<file path="src/rtl/host_loader_pkg.sv">
// Shared opcodes, FSM state encoding and default widths for the host command loader.
package host_loader_pkg;

  localparam int unsigned DATA_W_DEF  = 8;
  localparam int unsigned ADDR_W_DEF  = 13;
  localparam int unsigned MAX_LEN_DEF = 16;

  localparam logic [7:0] OP_WR_WEIGHT = 8'h01;
  localparam logic [7:0] OP_WR_INPUT  = 8'h02;
  localparam logic [7:0] OP_RUN       = 8'h03;
  localparam logic [7:0] OP_RD_RESULT = 8'h04;

  typedef enum logic [3:0] {
    StIdle,
    StAddrHi,
    StAddrLo,
    StLen,
    StPayload,
`ifdef HOST_LOADER_CHECKSUM_EN
    StCsum,
`endif
    StRunWait,
    StReadReq,
    StReadData,
    StReadSend
  } state_e;

endpackage

</file>
<file path="src/rtl/host_loader_if.sv">
// Host byte stream, memory write/read ports, tpu control and result stream of the loader.
interface host_loader_if
  import host_loader_pkg::*;
#(
  parameter int unsigned DATA_W = DATA_W_DEF,
  parameter int unsigned ADDR_W = ADDR_W_DEF
);
  logic              s_valid;
  logic              s_ready;
  logic [DATA_W-1:0] s_data;
  logic              wm_we;
  logic [ADDR_W-1:0] wm_addr;
  logic [DATA_W-1:0] wm_wdata;
  logic              ub_we;
  logic [ADDR_W-1:0] ub_addr;
  logic [DATA_W-1:0] ub_wdata;
  logic              ub_rd_en;
  logic [ADDR_W-1:0] ub_rd_addr;
  logic [DATA_W-1:0] ub_rd_data;
  logic              start;
  logic              tpu_done;
  logic              m_valid;
  logic              m_ready;
  logic [DATA_W-1:0] m_data;
  logic              busy;
  logic              err;

  // Host / tpu environment side.
  modport master (
    output s_valid, s_data, ub_rd_data, tpu_done, m_ready,
    input  s_ready, wm_we, wm_addr, wm_wdata, ub_we, ub_addr, ub_wdata,
    input  ub_rd_en, ub_rd_addr, start, m_valid, m_data, busy, err
  );

  // Loader side.
  modport slave (
    input  s_valid, s_data, ub_rd_data, tpu_done, m_ready,
    output s_ready, wm_we, wm_addr, wm_wdata, ub_we, ub_addr, ub_wdata,
    output ub_rd_en, ub_rd_addr, start, m_valid, m_data, busy, err
  );
endinterface

</file>
<file path="src/rtl/host_loader.sv">
// Byte-stream command decoder feeding tpu memories, start pulse and result readback.
// Define HOST_LOADER_CHECKSUM_EN to add XOR checksum bytes to write and read commands.
module host_loader
  import host_loader_pkg::*;
#(
  parameter int unsigned DATA_W  = DATA_W_DEF,
  parameter int unsigned ADDR_W  = ADDR_W_DEF,
  parameter int unsigned MAX_LEN = MAX_LEN_DEF
) (
  input  logic          clk,
  input  logic          reset,
  host_loader_if.slave  io_bus
);

  state_e            r_state;
  logic [7:0]        r_op;
  logic [ADDR_W-1:0] r_addr;
  logic [DATA_W-1:0] r_len;
  logic [ADDR_W-1:0] r_wr_addr;
  logic [DATA_W-1:0] r_wr_data;
  logic              r_wm_we;
  logic              r_ub_we;
  logic              r_start;
  logic              r_err;
  logic              r_m_valid;
  logic [DATA_W-1:0] r_m_data;
`ifdef HOST_LOADER_CHECKSUM_EN
  logic [DATA_W-1:0] r_csum;
`endif

  logic w_rdy_st;
  logic w_s_fire;
  logic w_len_bad;

  always_comb begin
    w_rdy_st = 1'b0;
    case (r_state)
      StIdle, StAddrHi, StAddrLo, StLen, StPayload: w_rdy_st = 1'b1;
`ifdef HOST_LOADER_CHECKSUM_EN
      StCsum: w_rdy_st = 1'b1;
`endif
      default: w_rdy_st = 1'b0;
    endcase
  end

  assign w_s_fire  = io_bus.s_valid && w_rdy_st;
  assign w_len_bad = (io_bus.s_data == '0) || (32'(io_bus.s_data) > MAX_LEN);

  always_ff @(posedge clk) begin
    if (!reset) begin
      r_state   <= StIdle;
      r_op      <= '0;
      r_addr    <= '0;
      r_len     <= '0;
      r_wr_addr <= '0;
      r_wr_data <= '0;
      r_wm_we   <= 1'b0;
      r_ub_we   <= 1'b0;
      r_start   <= 1'b0;
      r_err     <= 1'b0;
      r_m_valid <= 1'b0;
      r_m_data  <= '0;
`ifdef HOST_LOADER_CHECKSUM_EN
      r_csum    <= '0;
`endif
    end else begin
      r_wm_we <= 1'b0;
      r_ub_we <= 1'b0;
      r_start <= 1'b0;
      case (r_state)
        StIdle: begin
          if (w_s_fire) begin
`ifdef HOST_LOADER_CHECKSUM_EN
            r_csum <= '0;
`endif
            case (io_bus.s_data[7:0])
              OP_WR_WEIGHT, OP_WR_INPUT, OP_RD_RESULT: begin
                r_op    <= io_bus.s_data[7:0];
                r_state <= StAddrHi;
              end
              OP_RUN: begin
                r_start <= 1'b1;
                r_state <= StRunWait;
              end
              default: r_err <= 1'b1;
            endcase
          end
        end
        StAddrHi: begin
          if (w_s_fire) begin
            r_addr  <= {io_bus.s_data[ADDR_W-9:0], r_addr[7:0]};
            r_state <= StAddrLo;
          end
        end
        StAddrLo: begin
          if (w_s_fire) begin
            r_addr  <= {r_addr[ADDR_W-1:8], io_bus.s_data[7:0]};
            r_state <= StLen;
          end
        end
        StLen: begin
          if (w_s_fire) begin
            if (w_len_bad) begin
              r_err   <= 1'b1;
              r_state <= StIdle;
            end else begin
              r_len   <= io_bus.s_data;
              r_state <= (r_op == OP_RD_RESULT) ? StReadReq : StPayload;
            end
          end
        end
        StPayload: begin
          if (w_s_fire) begin
            r_wm_we   <= (r_op == OP_WR_WEIGHT);
            r_ub_we   <= (r_op == OP_WR_INPUT);
            r_wr_addr <= r_addr;
            r_wr_data <= io_bus.s_data;
            r_addr    <= r_addr + ADDR_W'(1);
            r_len     <= r_len - DATA_W'(1);
`ifdef HOST_LOADER_CHECKSUM_EN
            r_csum    <= r_csum ^ io_bus.s_data;
            if (r_len == DATA_W'(1)) r_state <= StCsum;
`else
            if (r_len == DATA_W'(1)) r_state <= StIdle;
`endif
          end
        end
`ifdef HOST_LOADER_CHECKSUM_EN
        StCsum: begin
          if (w_s_fire) begin
            if (io_bus.s_data != r_csum) r_err <= 1'b1;
            r_state <= StIdle;
          end
        end
`endif
        StRunWait: begin
          // tpu_done is ignored during the start cycle itself.
          if (!r_start && io_bus.tpu_done) r_state <= StIdle;
        end
        StReadReq: r_state <= StReadData;
        StReadData: begin
          r_m_data  <= io_bus.ub_rd_data;
          r_m_valid <= 1'b1;
          r_state   <= StReadSend;
        end
        StReadSend: begin
          if (io_bus.m_ready) begin
`ifdef HOST_LOADER_CHECKSUM_EN
            // r_len reaching zero marks the trailing checksum byte.
            if (r_len == '0) begin
              r_m_valid <= 1'b0;
              r_state   <= StIdle;
            end else begin
              r_csum <= r_csum ^ r_m_data;
              r_addr <= r_addr + ADDR_W'(1);
              r_len  <= r_len - DATA_W'(1);
              if (r_len == DATA_W'(1)) begin
                r_m_data <= r_csum ^ r_m_data;
              end else begin
                r_m_valid <= 1'b0;
                r_state   <= StReadReq;
              end
            end
`else
            r_m_valid <= 1'b0;
            r_addr    <= r_addr + ADDR_W'(1);
            r_len     <= r_len - DATA_W'(1);
            r_state   <= (r_len == DATA_W'(1)) ? StIdle : StReadReq;
`endif
          end
        end
        default: r_state <= StIdle;
      endcase
    end
  end

  // Outputs are forced low for as long as reset is held.
  assign io_bus.s_ready    = reset & w_rdy_st;
  assign io_bus.wm_we      = reset & r_wm_we;
  assign io_bus.wm_addr    = {ADDR_W{reset}} & r_wr_addr;
  assign io_bus.wm_wdata   = {DATA_W{reset}} & r_wr_data;
  assign io_bus.ub_we      = reset & r_ub_we;
  assign io_bus.ub_addr    = {ADDR_W{reset}} & r_wr_addr;
  assign io_bus.ub_wdata   = {DATA_W{reset}} & r_wr_data;
  assign io_bus.ub_rd_en   = reset & (r_state == StReadReq);
  assign io_bus.ub_rd_addr = {ADDR_W{reset}} & r_addr;
  assign io_bus.start      = reset & r_start;
  assign io_bus.m_valid    = reset & r_m_valid;
  assign io_bus.m_data     = {DATA_W{reset}} & r_m_data;
  assign io_bus.busy       = reset & (r_state != StIdle);
  assign io_bus.err        = reset & r_err;

endmodule
</file>
<file path="src/flat_wrapper.sv">
// flat-port wrapper written by rule: the top's interface ports become plain ports
module host_loader_flat import host_loader_pkg::*;
#(
  parameter int unsigned DATA_W  = DATA_W_DEF,
  parameter int unsigned ADDR_W  = ADDR_W_DEF,
  parameter int unsigned MAX_LEN = MAX_LEN_DEF
)
  (clk, reset, io_bus_s_valid, io_bus_s_data, io_bus_ub_rd_data, io_bus_tpu_done, io_bus_m_ready, io_bus_s_ready, io_bus_wm_we, io_bus_wm_addr, io_bus_wm_wdata, io_bus_ub_we, io_bus_ub_addr, io_bus_ub_wdata, io_bus_ub_rd_en, io_bus_ub_rd_addr, io_bus_start, io_bus_m_valid, io_bus_m_data, io_bus_busy, io_bus_err);
  host_loader_if #(.DATA_W(DATA_W), .ADDR_W(ADDR_W)) io_bus_i ();
  input  logic clk;
  input  logic reset;
  input wire logic [$bits(io_bus_i.s_valid)-1:0] io_bus_s_valid;
  input wire logic [$bits(io_bus_i.s_data)-1:0] io_bus_s_data;
  input wire logic [$bits(io_bus_i.ub_rd_data)-1:0] io_bus_ub_rd_data;
  input wire logic [$bits(io_bus_i.tpu_done)-1:0] io_bus_tpu_done;
  input wire logic [$bits(io_bus_i.m_ready)-1:0] io_bus_m_ready;
  output wire logic [$bits(io_bus_i.s_ready)-1:0] io_bus_s_ready;
  output wire logic [$bits(io_bus_i.wm_we)-1:0] io_bus_wm_we;
  output wire logic [$bits(io_bus_i.wm_addr)-1:0] io_bus_wm_addr;
  output wire logic [$bits(io_bus_i.wm_wdata)-1:0] io_bus_wm_wdata;
  output wire logic [$bits(io_bus_i.ub_we)-1:0] io_bus_ub_we;
  output wire logic [$bits(io_bus_i.ub_addr)-1:0] io_bus_ub_addr;
  output wire logic [$bits(io_bus_i.ub_wdata)-1:0] io_bus_ub_wdata;
  output wire logic [$bits(io_bus_i.ub_rd_en)-1:0] io_bus_ub_rd_en;
  output wire logic [$bits(io_bus_i.ub_rd_addr)-1:0] io_bus_ub_rd_addr;
  output wire logic [$bits(io_bus_i.start)-1:0] io_bus_start;
  output wire logic [$bits(io_bus_i.m_valid)-1:0] io_bus_m_valid;
  output wire logic [$bits(io_bus_i.m_data)-1:0] io_bus_m_data;
  output wire logic [$bits(io_bus_i.busy)-1:0] io_bus_busy;
  output wire logic [$bits(io_bus_i.err)-1:0] io_bus_err;
  assign io_bus_i.s_valid = io_bus_s_valid;
  assign io_bus_i.s_data = io_bus_s_data;
  assign io_bus_i.ub_rd_data = io_bus_ub_rd_data;
  assign io_bus_i.tpu_done = io_bus_tpu_done;
  assign io_bus_i.m_ready = io_bus_m_ready;
  assign io_bus_s_ready = io_bus_i.s_ready;
  assign io_bus_wm_we = io_bus_i.wm_we;
  assign io_bus_wm_addr = io_bus_i.wm_addr;
  assign io_bus_wm_wdata = io_bus_i.wm_wdata;
  assign io_bus_ub_we = io_bus_i.ub_we;
  assign io_bus_ub_addr = io_bus_i.ub_addr;
  assign io_bus_ub_wdata = io_bus_i.ub_wdata;
  assign io_bus_ub_rd_en = io_bus_i.ub_rd_en;
  assign io_bus_ub_rd_addr = io_bus_i.ub_rd_addr;
  assign io_bus_start = io_bus_i.start;
  assign io_bus_m_valid = io_bus_i.m_valid;
  assign io_bus_m_data = io_bus_i.m_data;
  assign io_bus_busy = io_bus_i.busy;
  assign io_bus_err = io_bus_i.err;
  host_loader #(.DATA_W(DATA_W), .ADDR_W(ADDR_W), .MAX_LEN(MAX_LEN)) u_core (.clk(clk), .reset(reset), .io_bus(io_bus_i));
endmodule
</file>
<file path="config.mk">
export PLATFORM = sky130hd
export DESIGN_NAME = host_loader_flat
export DESIGN_NICKNAME = d
export VERILOG_FILES = /design/src/rtl/host_loader_pkg.sv /design/src/rtl/host_loader_if.sv /design/src/rtl/host_loader.sv /design/src/flat_wrapper.sv
export SDC_FILE = /design/constraint.sdc
export NUM_CORES = 1
export LEC_CHECK = 0
export ABC_AREA = 1
export ABC_CLOCK_PERIOD_IN_PS = 1300
export CORE_ASPECT_RATIO = 0.9
export CORE_MARGIN = 2
export CORE_UTILIZATION = 45
export CTS_CLUSTER_SIZE = 28
export DETAILED_ROUTE_END_ITERATION = 8
export GPL_TIMING_DRIVEN = 0
export HOLD_SLACK_MARGIN = 0.06
export PLACE_DENSITY = 0.82
export SETUP_SLACK_MARGIN = 0.1
export SYNTH_ARGS = -nofsm -noshare
export SYNTH_HDL_FRONTEND = slang
export SYNTH_SLANG_ARGS = --single-unit
</file>
<file path="constraint.sdc">
create_clock -name clk -period 1.3 [get_ports clk]
set_input_delay 0.26 -clock clk [delete_from_list [all_inputs] [get_ports clk]]
set_output_delay 0.26 -clock clk [all_outputs]
set_load 0.05 [all_outputs]
</file>
==> summary.md, run 1 <==
| Metric | Value |
|---|---|
| Syn Nets | 608 |
| Synth Warn # | 0 |
| Status | stopped before the end |
| Area leader, netlist | dfxtp_1 |
| Post-DP HPWL | 8710 microns |
| Ys flop type | dfxtp_1 |
| Sink Count | 67 |
| Hold buffers post-CTS | 0 |
| Total CTS buffers | 9 |
| Failed at | global routing (5_1_grt) |
| H-tree levels | 3 |
| Top-count cell post-synth | nand2_1 |
| Top cell type's share of synthesized area | 0.359 |
| Post-GRT worst EP | u_core.r_addr[8]$_SDFFE_PN0P_/D |
| Row Count | 31 |
| Routability Congestion | 0.931 |
| CTS max path bufs | 2 |
| Async SR Flop Fraction | 0 |
| Synth Cell Area | 3730 sq um |
| Die Wd | 100 microns |
| Clk root buf | clkbuf_8 |
| Die height | 90.4 microns |
| Post-DP Area | 5720 sq um |
| Error Message | [ERROR DPL-0033] detailed placement checks failed during check placement. |
| Flops & latches, synth | 67 |
| Count of cell types in the netlist | 32 |
| EDFF count, synth | 0 |
| Initial core utilization | 0.463 |
| Register area share after synthesis | 0.359 |
| WEP type | register input |
| Number of I/O port buffers | 91 |
| Synthesized area per cell | 6.40 sq um |
| IO Count | 92 |
| Largest net degree at the start of global routing | 11 |
| Most common library cells after synthesis | nand2_1, nor2_1, inv_1 |
| Synth top area cells | dfxtp_1, nand2_1, nor2_1 |
| Initial antenna violation count | 2 |
| Cells after synthesis | 584 |
## logic make-up after synthesis
group / synth area share
compound gates: 0.144
xor+xnor: 0.00235
fa+ha+maj: 0.0101
buf+inv: 0.167
flops: 0.359
simple gates: 0.318
## per-stage QoR
stage	setup slack, ps	std cells	hold slack [ps]	utilization	TNS, ps
after CTS	-282	841	394	0.883	-15960
after global placement	-1500	774	443	0.709	-122730
after floorplan	-77.4	584	395	-	-1430
after detailed placement	-1540	774	448	0.709	-125010
## what timing repair did
item / in CTS
setup endpoints to repair: 138
pin swaps: 45
resized for setup: 682
buffers inserted: 42
gates cloned: 10
endpoints found under the hold margin: 0
==> inputs of run 2 (changes only) <==
ABC_CLOCK_PERIOD_IN_PS = 1700   (was 1300)
CORE_ASPECT_RATIO = unset   (was 0.9)
CORE_UTILIZATION = 40   (was 45)
CTS_CLUSTER_SIZE = unset   (was 28)
HOLD_SLACK_MARGIN = unset   (was 0.06)
PLACE_DENSITY = unset   (was 0.82)
PLACE_DENSITY_LB_ADDON = 0.15   (was unset)
SETUP_SLACK_MARGIN = unset   (was 0.1)
clock period = 1.7 ns   (was 1.3 ns; I/O delays follow)
==> summary.md, run 2 <==
| Metric | Value |
|---|---|
| Wire length of the first global-routing pass | 18000 microns |
| Area delta synth->final | 45.0% |
| EDFF count, synth | 0 (unchanged) |
| Sink Count | 67 (unchanged) |
| Total CTS buffers | 9 (unchanged) |
| Sequential power share | 0.329 |
| Max_slew headroom | 0.583 |
| TritonCTS clock tree | built |
| Largest net degree at the start of global routing | 11 |
| Async SR Flop Fraction | 0 (unchanged) |
| Worst-Margin Slew | 623 ps |
| Clk pin slew, worst setup/hold paths | 70 ps |
| Hold crit path type | input pin to flip-flop |
| Fin Setup TNS | 0 ps |
| CP Launch Type | flip-flop |
| Ys flop type | dfxtp_1 |
| Max Cap Viol | 0 |
| Inserted Diodes | 0 |
| Routability Congestion | 0.908 (-2.4%) |
| Regs by FF count | u_core.r_addr x13, u_core.r_wr_addr x13 |
| Core area | 9150 sq um |
| Number of I/O port buffers | 91 (unchanged) |
| Most frequent cells in the layout | nor2_1, nand2_1, inv_1 |
| Vias in the first global route | 3811 |
| Critical Path AT | 1350 ps |
| Synth Cell Area | 3730 sq um (unchanged) |
| Die Wd | 101 microns (+0.60%) |
| Setup violations, final | 0 |
| Crit Path Max Fanout | 5 |
| Most common library cells after synthesis | nand2_1, nor2_1, inv_1 |
| Routed vias/inst | 5.06 |
| Static Leakage | 2.71 nW |
| Top cell type's share of synthesized area | 0.359 (unchanged) |
| Critical path type | flip-flop to primary output |
| Avg WL per Cell | 14.1 microns |
| Max Slew Vio Count | 0 |
| Max IR drop VDD | 0.743 mV |
| Clk_skew | 10.9 ps |
| Global route overflow | 0 |
| Most common cell after layout, fill and taps aside | nor2_1 |
| Top-count cell post-synth | nand2_1 |
| Clk root buf | clkbuf_8 |
| CTS max path bufs | 2 (unchanged) |
| H-tree levels | 3 (unchanged) |
| Final Hold Fails | 0 |
| P per Cell Area | 1190 nW/um^2 |
| Clk_lat worst skew | 350 ps |
| Register area share after synthesis | 0.359 (unchanged) |
| Switching Share | 0.452 |
| Via count | 4080 |
| Net Switching | 2.91 mW |
| Nets@finish | 715 |
| Initial antenna violation count | 0 |
| Tcrit/Tclk final | 0.994 |
| DRC | 0 |
| Finished Layout Cells | 806 |
| Die height | 101 microns (+11%) |
| Synth Warn # | 0 (unchanged) |
| Row Count | 35 (+13%) |
| Count of cell types in the netlist | 32 (unchanged) |
| Synth top area cells | dfxtp_1, nand2_1, nor2_1 |
| Initial core utilization | 0.408 (-0.0549) |
| Final ANT Viol Nets | 0 |
| Worst setup EP type | primary output |
| Die ar. | 10100 sq um |
| Post-DP HPWL | 8190 microns (-5.9%) |
| IO Count | 92 (unchanged) |
| Routed WL | 11400 microns |
| Worst EP required | 1360 ps |
| Cells after synthesis | 584 (unchanged) |
| Initial DRC Count | 231 |
| DR pass1 iterations | 6 |
| Flops & latches, synth | 67 (unchanged) |
| Placed insts | 786 (+1.6%) |
| RSZ-0062 raised after global routing | true |
| Cell Int Power | 3.53 mW |
| Layout cells sized above 1 | 0.345 |
| Area leader, netlist | dfxtp_1 |
| Status | finished clean |
| F_max | 592 MHz |
| Synthesized area per cell | 6.40 sq um (unchanged) |
| Comb pwr share | 0.474 |
| Syn Nets | 608 (unchanged) |
| GRT Total Usage | 0.225 |
| Fin crit period | 1690 ps |
| Clk pwr share | 0.197 |
-- run 2: metrics by stage --
step	hold WS [ps]	worst slack [ps]	area, sq um	total power [mW]	util
after floorplan	417	-1.08	3860	4.16	-
after global placement	434	-1540	4910	4.88	0.537
after detailed placement	442	-1520	4910	4.93	0.537
after CTS	452	0.814	5190	6.26	0.567
after global routing	452	-23.0	5420	6.85	0.592
final	437	9.43	5420	6.45	0.592
-- run 2: cell type report --
cell class | count | area (sq um)
Buffer | 38 | 325
Clock buffer | 12 | 135
Tap cell | 111 | 139
Multi-Input combinational cell | 376 | 2030
Clock inverter | 3 | 40.0
Timing Repair Buffer | 96 | 875
Sequential cell | 67 | 1360
Inverter | 103 | 514
Fill cell | 876 | 3740
-- run 2: power groups by stage --
| stage | Sequential, mW | Clock [mW] | Combinational [mW] |
|---|---|---|---|
| floorplan | 2.03 | 0 | 2.13 |
| CTS | 2.08 | 1.28 | 2.89 |
| global placement | 2.07 | 0 | 2.81 |
| finish | 2.12 | 1.27 | 3.06 |
| detailed placement | 2.08 | 0 | 2.85 |
| global route | 2.15 | 1.36 | 3.35 |
-- run 2: critical path, stage by stage, from the launching register on --
cell      delay (ps)
dfxtp_4          380
inv_4             90
nand2_4           70
a211oi_4         270
buf_6            200
-- run 2: per-layer routing --
metal	global-route usage	share of wire	vias up
met3	0.0402	0.068	17
met1	0.283	0.43	1860
met4	0.0927	0.020	0
li1	-	-	2029
met5	0	0	-
met2	0.378	0.48	174
-- run 2: final timing paths --
check / slack [ps] / startpoint / endpoint / cells past startpoint
worst max-delay path: 9 / u_core.r_state[1] / io_bus_s_ready / 4
worst min-delay path: 440 / io_bus_s_data[7] / u_core.r_addr[7] / 3
worst max register to register: 90 / u_core.r_state[1] / u_core.r_addr[6] / 9
worst min register to register: 450 / u_core.r_op[0] / u_core.r_wm_we / 2
-- run 2: kinds of logic (layout without fill, tap and decap cells) --
kind of cell / Yosys count / after routing / share of synthesized area
buf+inv: 141 / 252 / 0.167
fa+ha+maj: 3 / 3 / 0.0101
compound gates: 92 / 92 / 0.144
xor+xnor: 1 / 1 / 0.00235
simple gates: 280 / 280 / 0.318
flops: 67 / 67 / 0.359
-- run 2: what timing repair did --
| action | in CTS | in global routing |
|---|---|---|
| buffers inserted | 2 | 1 |
| pin swaps | 0 | 4 |
| cloned | 1 | 1 |
| setup endpoints to repair | 107 | 88 |
| hold buffers | 0 | 0 |
| resized for setup | 478 | 74 |
Power figures use the tool's default switching activity.
